### src/rtl/if_stage.sv
// Pre-IF / IF stage: next-PC generation, inst SRAM request, IF register and
// a one-entry holding buffer that keeps the fetched word alive across ID stalls.
module if_stage #(
    parameter logic [31:0] RESET_PC = 32'h1c000000
) (
    input  logic        clk,
    input  logic        reset,

    output logic        inst_sram_en,
    output logic [3:0]  inst_sram_we,
    output logic [31:0] inst_sram_addr,
    output logic [31:0] inst_sram_wdata,
    input  logic [31:0] inst_sram_rdata,

    input  logic        id_allowin,
    input  logic        br_taken,
    input  logic [31:0] br_target,

    output logic        if_to_id_valid,
    output logic [31:0] if_to_id_pc,
    output logic [31:0] if_to_id_inst,
    output logic        if_to_id_adef
);

    logic        if_valid;
    logic [31:0] if_pc;
    logic        if_adef;
    logic [31:0] inst_buf;
    logic        inst_buf_valid;

    logic [31:0] seq_pc;
    logic [31:0] nextpc;
    logic        nextpc_misaligned;
    logic        if_ready_go;
    logic        if_allowin;
    logic        buf_capture;

    assign seq_pc            = if_pc + 32'd4;
    assign nextpc            = br_taken ? br_target : seq_pc;
    assign nextpc_misaligned = (nextpc[1:0] != 2'b00);
    assign if_ready_go       = 1'b1;

    // A redirect always opens IF: the current instruction is killed anyway.
    assign if_allowin = !if_valid || (if_ready_go && id_allowin && !br_taken) || br_taken;

    // rdata is only valid in the first cycle after a request, so the first
    // stalled cycle is the only chance to keep it.
    assign buf_capture = if_valid && !if_adef && !inst_buf_valid && !id_allowin && !br_taken;

    assign inst_sram_en    = !reset && if_allowin && !nextpc_misaligned;
    assign inst_sram_we    = 4'b0000;
    assign inst_sram_addr  = nextpc;
    assign inst_sram_wdata = 32'b0;

    always_ff @(posedge clk) begin
        if (reset) begin
            if_valid       <= 1'b0;
            if_pc          <= RESET_PC - 32'd4;
            if_adef        <= 1'b0;
            inst_buf       <= 32'b0;
            inst_buf_valid <= 1'b0;
        end else if (if_allowin) begin
            if_valid       <= 1'b1;
            if_pc          <= nextpc;
            if_adef        <= nextpc_misaligned;
            inst_buf_valid <= 1'b0;
        end else if (buf_capture) begin
            inst_buf       <= inst_sram_rdata;
            inst_buf_valid <= 1'b1;
        end
    end

    always_comb begin
        if_to_id_inst = inst_sram_rdata;
        if (if_adef) begin
            if_to_id_inst = 32'b0;
        end else if (inst_buf_valid) begin
            if_to_id_inst = inst_buf;
        end
    end

    assign if_to_id_valid = if_valid && if_ready_go && !br_taken;
    assign if_to_id_pc    = if_pc;
    assign if_to_id_adef  = if_adef;

endmodule
### config.mk
export PLATFORM = sky130hd
export DESIGN_NAME = if_stage
export DESIGN_NICKNAME = d
export VERILOG_FILES = /design/src/rtl/if_stage.sv
export SDC_FILE = /design/constraint.sdc
export NUM_CORES = 1
export LEC_CHECK = 0
export ABC_CLOCK_PERIOD_IN_PS = 3300
export CAP_MARGIN = 30
export CORE_UTILIZATION = 47
export DETAILED_ROUTE_END_ITERATION = 10
export GPL_TIMING_DRIVEN = 0
export PLACE_DENSITY = 0.88
export SYNTH_ARGS = -nofsm -noshare
export SYNTH_HDL_FRONTEND = slang
export SYNTH_SLANG_ARGS = --single-unit
export TNS_END_PERCENT = 20
### constraint.sdc
create_clock -name clk -period 3.3 [get_ports clk]
set_clock_uncertainty 0.05 [all_clocks]
set_input_delay 0.33 -clock clk [delete_from_list [all_inputs] [get_ports clk]]
set_output_delay 0.33 -clock clk [all_outputs]
set_load 0.005 [all_outputs]
==> flow_summary.json, run 1 <==
{
  "layout.cells.most_common": "sky130_fd_sc_hd__clkdlybuf4s50_1",
  "final-seq-area_sq_um": 1340,
  "critical_path.startpoint_type": "input port",
  "timing.critical_path.arrival_ns": 3.06,
  "drt_drc_violations_left": 0,
  "min_period_ns": 3.44,
  "multiInputGateArea_sq_um": 3060,
  "vdd.ir_drop.worst_mv": 0.218,
  "hold-worst-slack_ns": 0.410,
  "hold_path.class": "reg2reg",
  "place_congestion": 0.936,
  "wire_length_of_the_first_global_routing_pass_mm": 26.1,
  "worstSkewPairLatency_ns": 0.34,
  "cts_h_tree_depth": 3,
  "areaGrowthSynthToFinish_pct": 46.9,
  "cp_max_fo": 10,
  "setup-tns-final_ns": -0.144,
  "route.detailed.vias_per_inst": 5.79,
  "drv_cap": 0,
  "mappedNetlistArea_sq_um": 4730,
  "p_sw_mw": 0.849,
  "num_antenna_cells": 0,
  "tritoncts_clock_tree": "built",
  "globalRoute.totalOverflow": 0,
  "route.antenna.remaining_nets": 0,
  "met2WireLength_mm": 8.17,
  "nNetsFinal": 925,
  "fp.dieH_microns": 102,
  "met1Wirelength_mm": 7.07,
  "placedCellCount": 980,
  "post_synth_inst_count": 648,
  "fraction_of_layout_instances_using_a_drive_strength_above_1": 0.0976,
  "path_clk_slew_ns": 0.07,
  "power_leakage_nw": 2.62,
  "grt_start_max_net_pins": 13,
  "finalCritPeriodShare": 1.04,
  "type_of_element_capturing_the_critical_path": "primary output",
  "dp_hpwl_mm": 12.8,
  "timing.fmax_mhz": 290,
  "number_of_buffers_inserted_by_port_buffering": 164,
  "post_synth_top_flop": "sky130_fd_sc_hd__dfxtp_1",
  "netSwitchingFraction": 0.329,
  "placement.setup.worst_slack_ns": 0.00506,
  "finalPower_mw": 2.58,
  "cts_made_buffers": 9,
  "root_buffer": "sky130_fd_sc_hd__clkbuf_8",
  "vias": 5754,
  "grt_antenna_before_repair": 0,
  "worst_slew_pin_slew_ns": 0.868,
  "power_density_nw_per_um2": 372,
  "fp.dieArea_sq_um": 10500,
  "timing_worst_setup_path_type": "in2out",
  "worst-endpoint-required_ns": 2.92,
  "setup_repair_after_global_routing_missed_its_margin": "true",
  "postCtsHoldBufs": 0,
  "synthArstFlopShare": 0,
  "drv_slew": 0,
  "placeable_core_region_sq_um": 9770,
  "initial_core_util": 0.483,
  "setup_violations": 1,
  "cell_rows": 36,
  "fillCellCount": 818,
  "worst_slack_ns": -0.144,
  "wire_per_inst_microns": 17.3,
  "clockPowerShare": 0.300,
  "violations": "negative setup slack",
  "synth_enable_flop_cells": 0,
  "yosys_register_bits": 67,
  "drt_iter0_drc": 488,
  "dr.pass1.iters": 5,
  "final_cells": 994,
  "synth.lib_cells_used.distinct": 51,
  "combinationalPowerShare": 0.347,
  "grtUsageTotal": 0.322,
  "tightest_slew_margin_relative_to_the_limit": 0.416,
  "met3WireLength_mm": 1.56,
  "p_int_mw": 1.73,
  "first_global_vias": 5302,
  "run_status": "finished with violations",
  "commonest_cells_after_routing_fill_and_taps_aside": "sky130_fd_sc_hd__clkdlybuf4s50_1, sky130_fd_sc_hd__nand2_1, sky130_fd_sc_hd__nor2_1",
  "clock_tree_sinks": 67,
  "yosysSeqAreaShare": 0.284,
  "post_synth.cell_area_avg_sq_um": 7.29,
  "buffers_from_clock_root_to_sink_at_most": 2,
  "synth.yosys.warnings": 0,
  "seqPwrFrac": 0.353,
  "boundaryPins": 203,
  "chipWidth_microns": 102,
  "highest-signal-layer": "met4",
  "detail_route.wirelength_mm": 17.2,
  "report.final.hold_viol_count": 0
}
[through the flow]
stage | utilization | instance area [sq um]
2_1_floorplan | - | 4860
4_1_cts | 0.707 | 6910
3_3_place_gp | 0.682 | 6670
5_1_grt | 0.710 | 6940
6_report | 0.710 | 6940
3_5_place_dp | 0.682 | 6670
[state kept, by name, summed over array words and instances, names as in the netlist]
signal          cells
if_valid            1
inst_buf_valid      1
inst_buf           32
if_to_id_pc        32
if_to_id_adef       1
[cell type report]
cell class / instances / area share
clock buffer: 10 / 0.0184
tap: 133 / 0.0240
clock inverter: 6 / 0.0128
timing repair buffer: 165 / 0.237
inverter: 6 / 0.00324
buffer: 88 / 0.0701
sequential: 67 / 0.194
multi-input combinational: 519 / 0.441
[kinds of logic after synthesis]
group / after synthesis / share of synthesized area
compound gates: 122 / 0.175
xor+xnor: 12 / 0.0222
fa+ha+maj: 1 / 0.00265
buf+inv: 97 / 0.107
flops: 67 / 0.284
mux: 39 / 0.0837
other cells: 1 / 0.000794
simple gates: 309 / 0.325
[cells in the mapped netlist, types with 2 or more instances]
master                       n  area [sq um]
sky130_fd_sc_hd__a221oi_1    4          35.0
sky130_fd_sc_hd__dfxtp_1    67          1340
sky130_fd_sc_hd__xor2_1      6          52.6
sky130_fd_sc_hd__nor2_1     73           274
sky130_fd_sc_hd__a311oi_1    9          78.8
sky130_fd_sc_hd__nand2_1    88           330
sky130_fd_sc_hd__nor3_1     24           120
sky130_fd_sc_hd__nand3_1    19          95.1
sky130_fd_sc_hd__a21oi_1    36           180
sky130_fd_sc_hd__clkbuf_1   45           169
sky130_fd_sc_hd__xnor2_1     6          52.6
sky130_fd_sc_hd__nand2b_1   12          75.1
sky130_fd_sc_hd__or4_1       5          37.5
sky130_fd_sc_hd__or3_1       6          37.5
sky130_fd_sc_hd__and4_1     10          87.6
sky130_fd_sc_hd__a211o_1     2          17.5
sky130_fd_sc_hd__a21boi_0    6          45.0
sky130_fd_sc_hd__mux2_2      4          45.0
sky130_fd_sc_hd__o31ai_1     9          67.6
sky130_fd_sc_hd__o22ai_1     3          18.8
sky130_fd_sc_hd__o21a_1      3          22.5
sky130_fd_sc_hd__buf_2       5          25.0
sky130_fd_sc_hd__and2_1      7          43.8
sky130_fd_sc_hd__buf_1       4          15.0
sky130_fd_sc_hd__o31a_1      4          35.0
sky130_fd_sc_hd__or2_2       2          12.5
sky130_fd_sc_hd__a211oi_1   14           105
sky130_fd_sc_hd__nand4_1    14          87.6
sky130_fd_sc_hd__nor2b_1     7          43.8
sky130_fd_sc_hd__mux2i_1    35           350
sky130_fd_sc_hd__a2111oi_0   6          52.6
sky130_fd_sc_hd__a31oi_1     9          56.3
sky130_fd_sc_hd__inv_1       6          22.5
sky130_fd_sc_hd__a21bo_2     2          20.0
sky130_fd_sc_hd__o21ai_0    11          55.1
sky130_fd_sc_hd__nor4_1     19           119
sky130_fd_sc_hd__buf_4      36           270
sky130_fd_sc_hd__and3_1     17           106
[routing by layer]
| layer | track usage | vias up |
|---|---|---|
| met3 | 0.0575 | 41 |
| met2 | 0.547 | 329 |
| met4 | 0.115 | 0 |
| met5 | 0 | - |
| li1 | - | 2677 |
| met1 | 0.406 | 2707 |
[repair_timing]
action	in CTS	in global routing
resized for setup	9	13
setup endpoints to repair	9	15
buffers inserted	1	0
pin swaps	1	1
[final timing paths]
kind	slack [ns]	startpoint	to	cells after the start
setup / recovery	-0.14	br_taken	inst_sram_addr[17]	6
hold / removal	0.41	inst_buf[0]	inst_buf[0]	2
setup reg to reg	0.54	if_to_id_pc[3]	if_to_id_pc[18]	5
hold reg to reg	0.41	inst_buf[0]	inst_buf[0]	2
[power groups by stage]
stage | registers, mW | logic, mW | clock network (mW)
after floorplan | 0.913 | 0.438 | 0
after global placement | 0.922 | 0.844 | 0
after detailed placement | 0.924 | 0.858 | 0
after CTS | 0.908 | 0.870 | 0.775
after global routing | 0.917 | 0.967 | 0.807
final | 0.912 | 0.895 | 0.774
[worst max-delay path: stages]
cell,delay [ns]
sky130_fd_sc_hd__clkbuf_1,0.31
sky130_fd_sc_hd__clkbuf_1,0.68
sky130_fd_sc_hd__clkbuf_1,0.55
sky130_fd_sc_hd__a211oi_1,0.12
sky130_fd_sc_hd__a311oi_1,0.47
sky130_fd_sc_hd__clkdlybuf4s50_1,0.59
Note: power is estimated with default switching activity, not from simulation.
==> run 2, diff against run 1 <==
- SETUP_SLACK_MARGIN: default -> 0.15
==> flow_summary.json, run 2 (synthesis results as in run 1) <==
{
  "worst_slack_ns": 0.0884,
  "postCtsHoldBufs": 0,
  "critPathBufInv": 4,
  "drv_slew": 0,
  "power_leakage_nw": 2.68,
  "timing.fmax_mhz": 311,
  "grtUsageTotal": 0.323,
  "whs_endpoint": "inst_buf[0]",
  "type_of_element_capturing_the_critical_path": "primary output",
  "worst_slew_pin_slew_ns": 0.877,
  "root_buffer": "sky130_fd_sc_hd__clkbuf_8",
  "crit_family": "buffers and inverters",
  "chipWidth_microns": 102,
  "setup_repair_after_global_routing_missed_its_margin": "true",
  "reg2reg_to": "if_to_id_pc[18]",
  "nNetsFinal": 932,
  "number_of_buffers_inserted_by_port_buffering": 164,
  "critical_path_top_delay_cell": "sky130_fd_sc_hd__or4_1",
  "grt_start_max_net_pins": 13,
  "clock_tree_sinks": 67,
  "hold_path.class": "reg2reg",
  "crit_path_most_repeated_cell": "sky130_fd_sc_hd__clkbuf_4",
  "dr.pass1.iters": 6,
  "cts_made_buffers": 9,
  "route.detailed.vias_per_inst": 5.79,
  "worstSkewPairLatency_ns": 0.34,
  "initial_core_util": 0.483,
  "cp_max_fo": 10,
  "buffers_from_clock_root_to_sink_at_most": 2,
  "detail_route.wirelength_mm": 17.3,
  "tritoncts_clock_tree": "built",
  "holdPathStages": 2,
  "cell_rows": 36,
  "num_antenna_cells": 0,
  "wire_length_of_the_first_global_routing_pass_mm": 26.3,
  "r2r_setup_slack_ns": 0.73,
  "drt_drc_violations_left": 0,
  "worst-endpoint-required_ns": 2.92,
  "finalCritPeriodShare": 0.973,
  "layout.cells.most_common": "sky130_fd_sc_hd__clkdlybuf4s50_1",
  "route.antenna.remaining_nets": 0,
  "boundaryPins": 203,
  "cts_h_tree_depth": 3,
  "run_status": "complete, no violations",
  "setup_violations": 0,
  "areaGrowthSynthToFinish_pct": 48.7,
  "timing.critical_path.arrival_ns": 2.83,
  "tightest_slew_margin_relative_to_the_limit": 0.410,
  "path_clk_slew_ns": 0.08,
  "r2r-start": "if_to_id_pc[9]",
  "report.final.hold_viol_count": 0,
  "power_density_nw_per_um2": 371,
  "dp_hpwl_mm": 12.8,
  "drv_cap": 0,
  "wire_per_inst_microns": 17.3,
  "place_congestion": 0.936,
  "globalRoute.totalOverflow": 0,
  "placeable_core_region_sq_um": 9770,
  "timing_worst_setup_path_type": "reg2out",
  "drt_iter0_drc": 464,
  "fp.dieH_microns": 102,
  "critical_path.startpoint_type": "flip-flop",
  "placement.setup.worst_slack_ns": 0.00506,
  "grt_antenna_before_repair": 0,
  "finalPower_mw": 2.61,
  "commonest_cells_after_routing_fill_and_taps_aside": "sky130_fd_sc_hd__clkdlybuf4s50_1, sky130_fd_sc_hd__nand2_1, sky130_fd_sc_hd__nor2_1",
  "first_global_vias": 5336,
  "crit_path_cell_trace": "clkbuf_4 -> nand2_1 -> or4_1 -> clkbuf_4 -> clkbuf_4 -> o21a_1 -> nor3_2 -> clkdlybuf4s50_1",
  "fp.dieArea_sq_um": 10500,
  "vdd.ir_drop.worst_mv": 0.221,
  "fraction_of_layout_instances_using_a_drive_strength_above_1": 0.111,
  "min_period_ns": 3.21,
  "utilization": 0.719,
  "ff2ff_path_depth": 4,
  "timing.critical_path.slowest_cell_delay_ns": 0.55,
  "vias": 5798,
  "hold_path_startpoint": "inst_buf[0]"
}
## run 2: worst max-delay path by stage
| stage | from | endpoint | slack [ns] | depth (start not counted) |
|---|---|---|---|---|
| after global placement | br_taken | inst_sram_addr[17] | -0.04 | 6 |
| after global routing | if_to_id_pc[20] | inst_sram_addr[30] | 0.009 | 8 |
| after detailed placement | br_taken | inst_sram_addr[17] | 0.005 | 6 |
| final | if_to_id_pc[20] | inst_sram_addr[30] | 0.09 | 8 |
| after floorplan | if_to_id_pc[13] | inst_sram_addr[26] | 1.03 | 6 |
| after CTS | br_taken | inst_sram_addr[17] | 0.005 | 6 |
## run 2: repair_timing
action | in CTS | in global routing
gates resized for setup | 19 | 23
pin swaps | 3 | 3
endpoints found under the hold margin | 0 | 0
endpoints found under the setup margin | 16 | 21
setup buffers | 2 | 3
gates cloned | 0 | 0
## run 2: area by class of cell
type / count / area (sq um)
Multi-Input combinational cell: 519 / 3080
Fill cell: 805 / 2750
Timing Repair Buffer: 169 / 1680
Sequential cell: 67 / 1340
Buffer: 91 / 518
Tap cell: 133 / 166
Clock buffer: 10 / 128
Clock inverter: 6 / 88.8
Inverter: 6 / 22.5
## run 2: metrics by stage
step / hold slack, ns / std cells / setup TNS [ns] / instance area [sq um]
after global placement: 0.391 / 980 / -0.0364 / 6670
after global routing: 0.429 / 1001 / 0 / 7030
after CTS: 0.409 / 998 / 0 / 6940
after floorplan: 0.386 / 683 / 0 / 4860
after detailed placement: 0.399 / 980 / 0 / 6670
final: 0.410 / 1001 / 0 / 7030
## run 2: tightest hold or removal path, cell delays in order, from the launching register on
cell and delay (ns):
sky130_fd_sc_hd__dfxtp_1 0.31, sky130_fd_sc_hd__nand2_1 0.05, sky130_fd_sc_hd__a21oi_1 0.05
## run 2: metal layers
layer / global-route usage / up-vias / share of wire
met5: 0 / - / 0
met3: 0.0595 / 45 / 0.090
met2: 0.549 / 329 / 0.48
li1: - / 2692 / -
met1: 0.408 / 2732 / 0.41
met4: 0.119 / 0 / 0.026
## run 2: power by group
part           leakage, nW  switching [mW]  internal (mW)  total, mW
clock                0.103           0.348          0.428      0.776
combinational         2.03           0.457          0.462      0.920
sequential           0.550          0.0552          0.854      0.909
total                 2.68           0.861           1.74       2.61
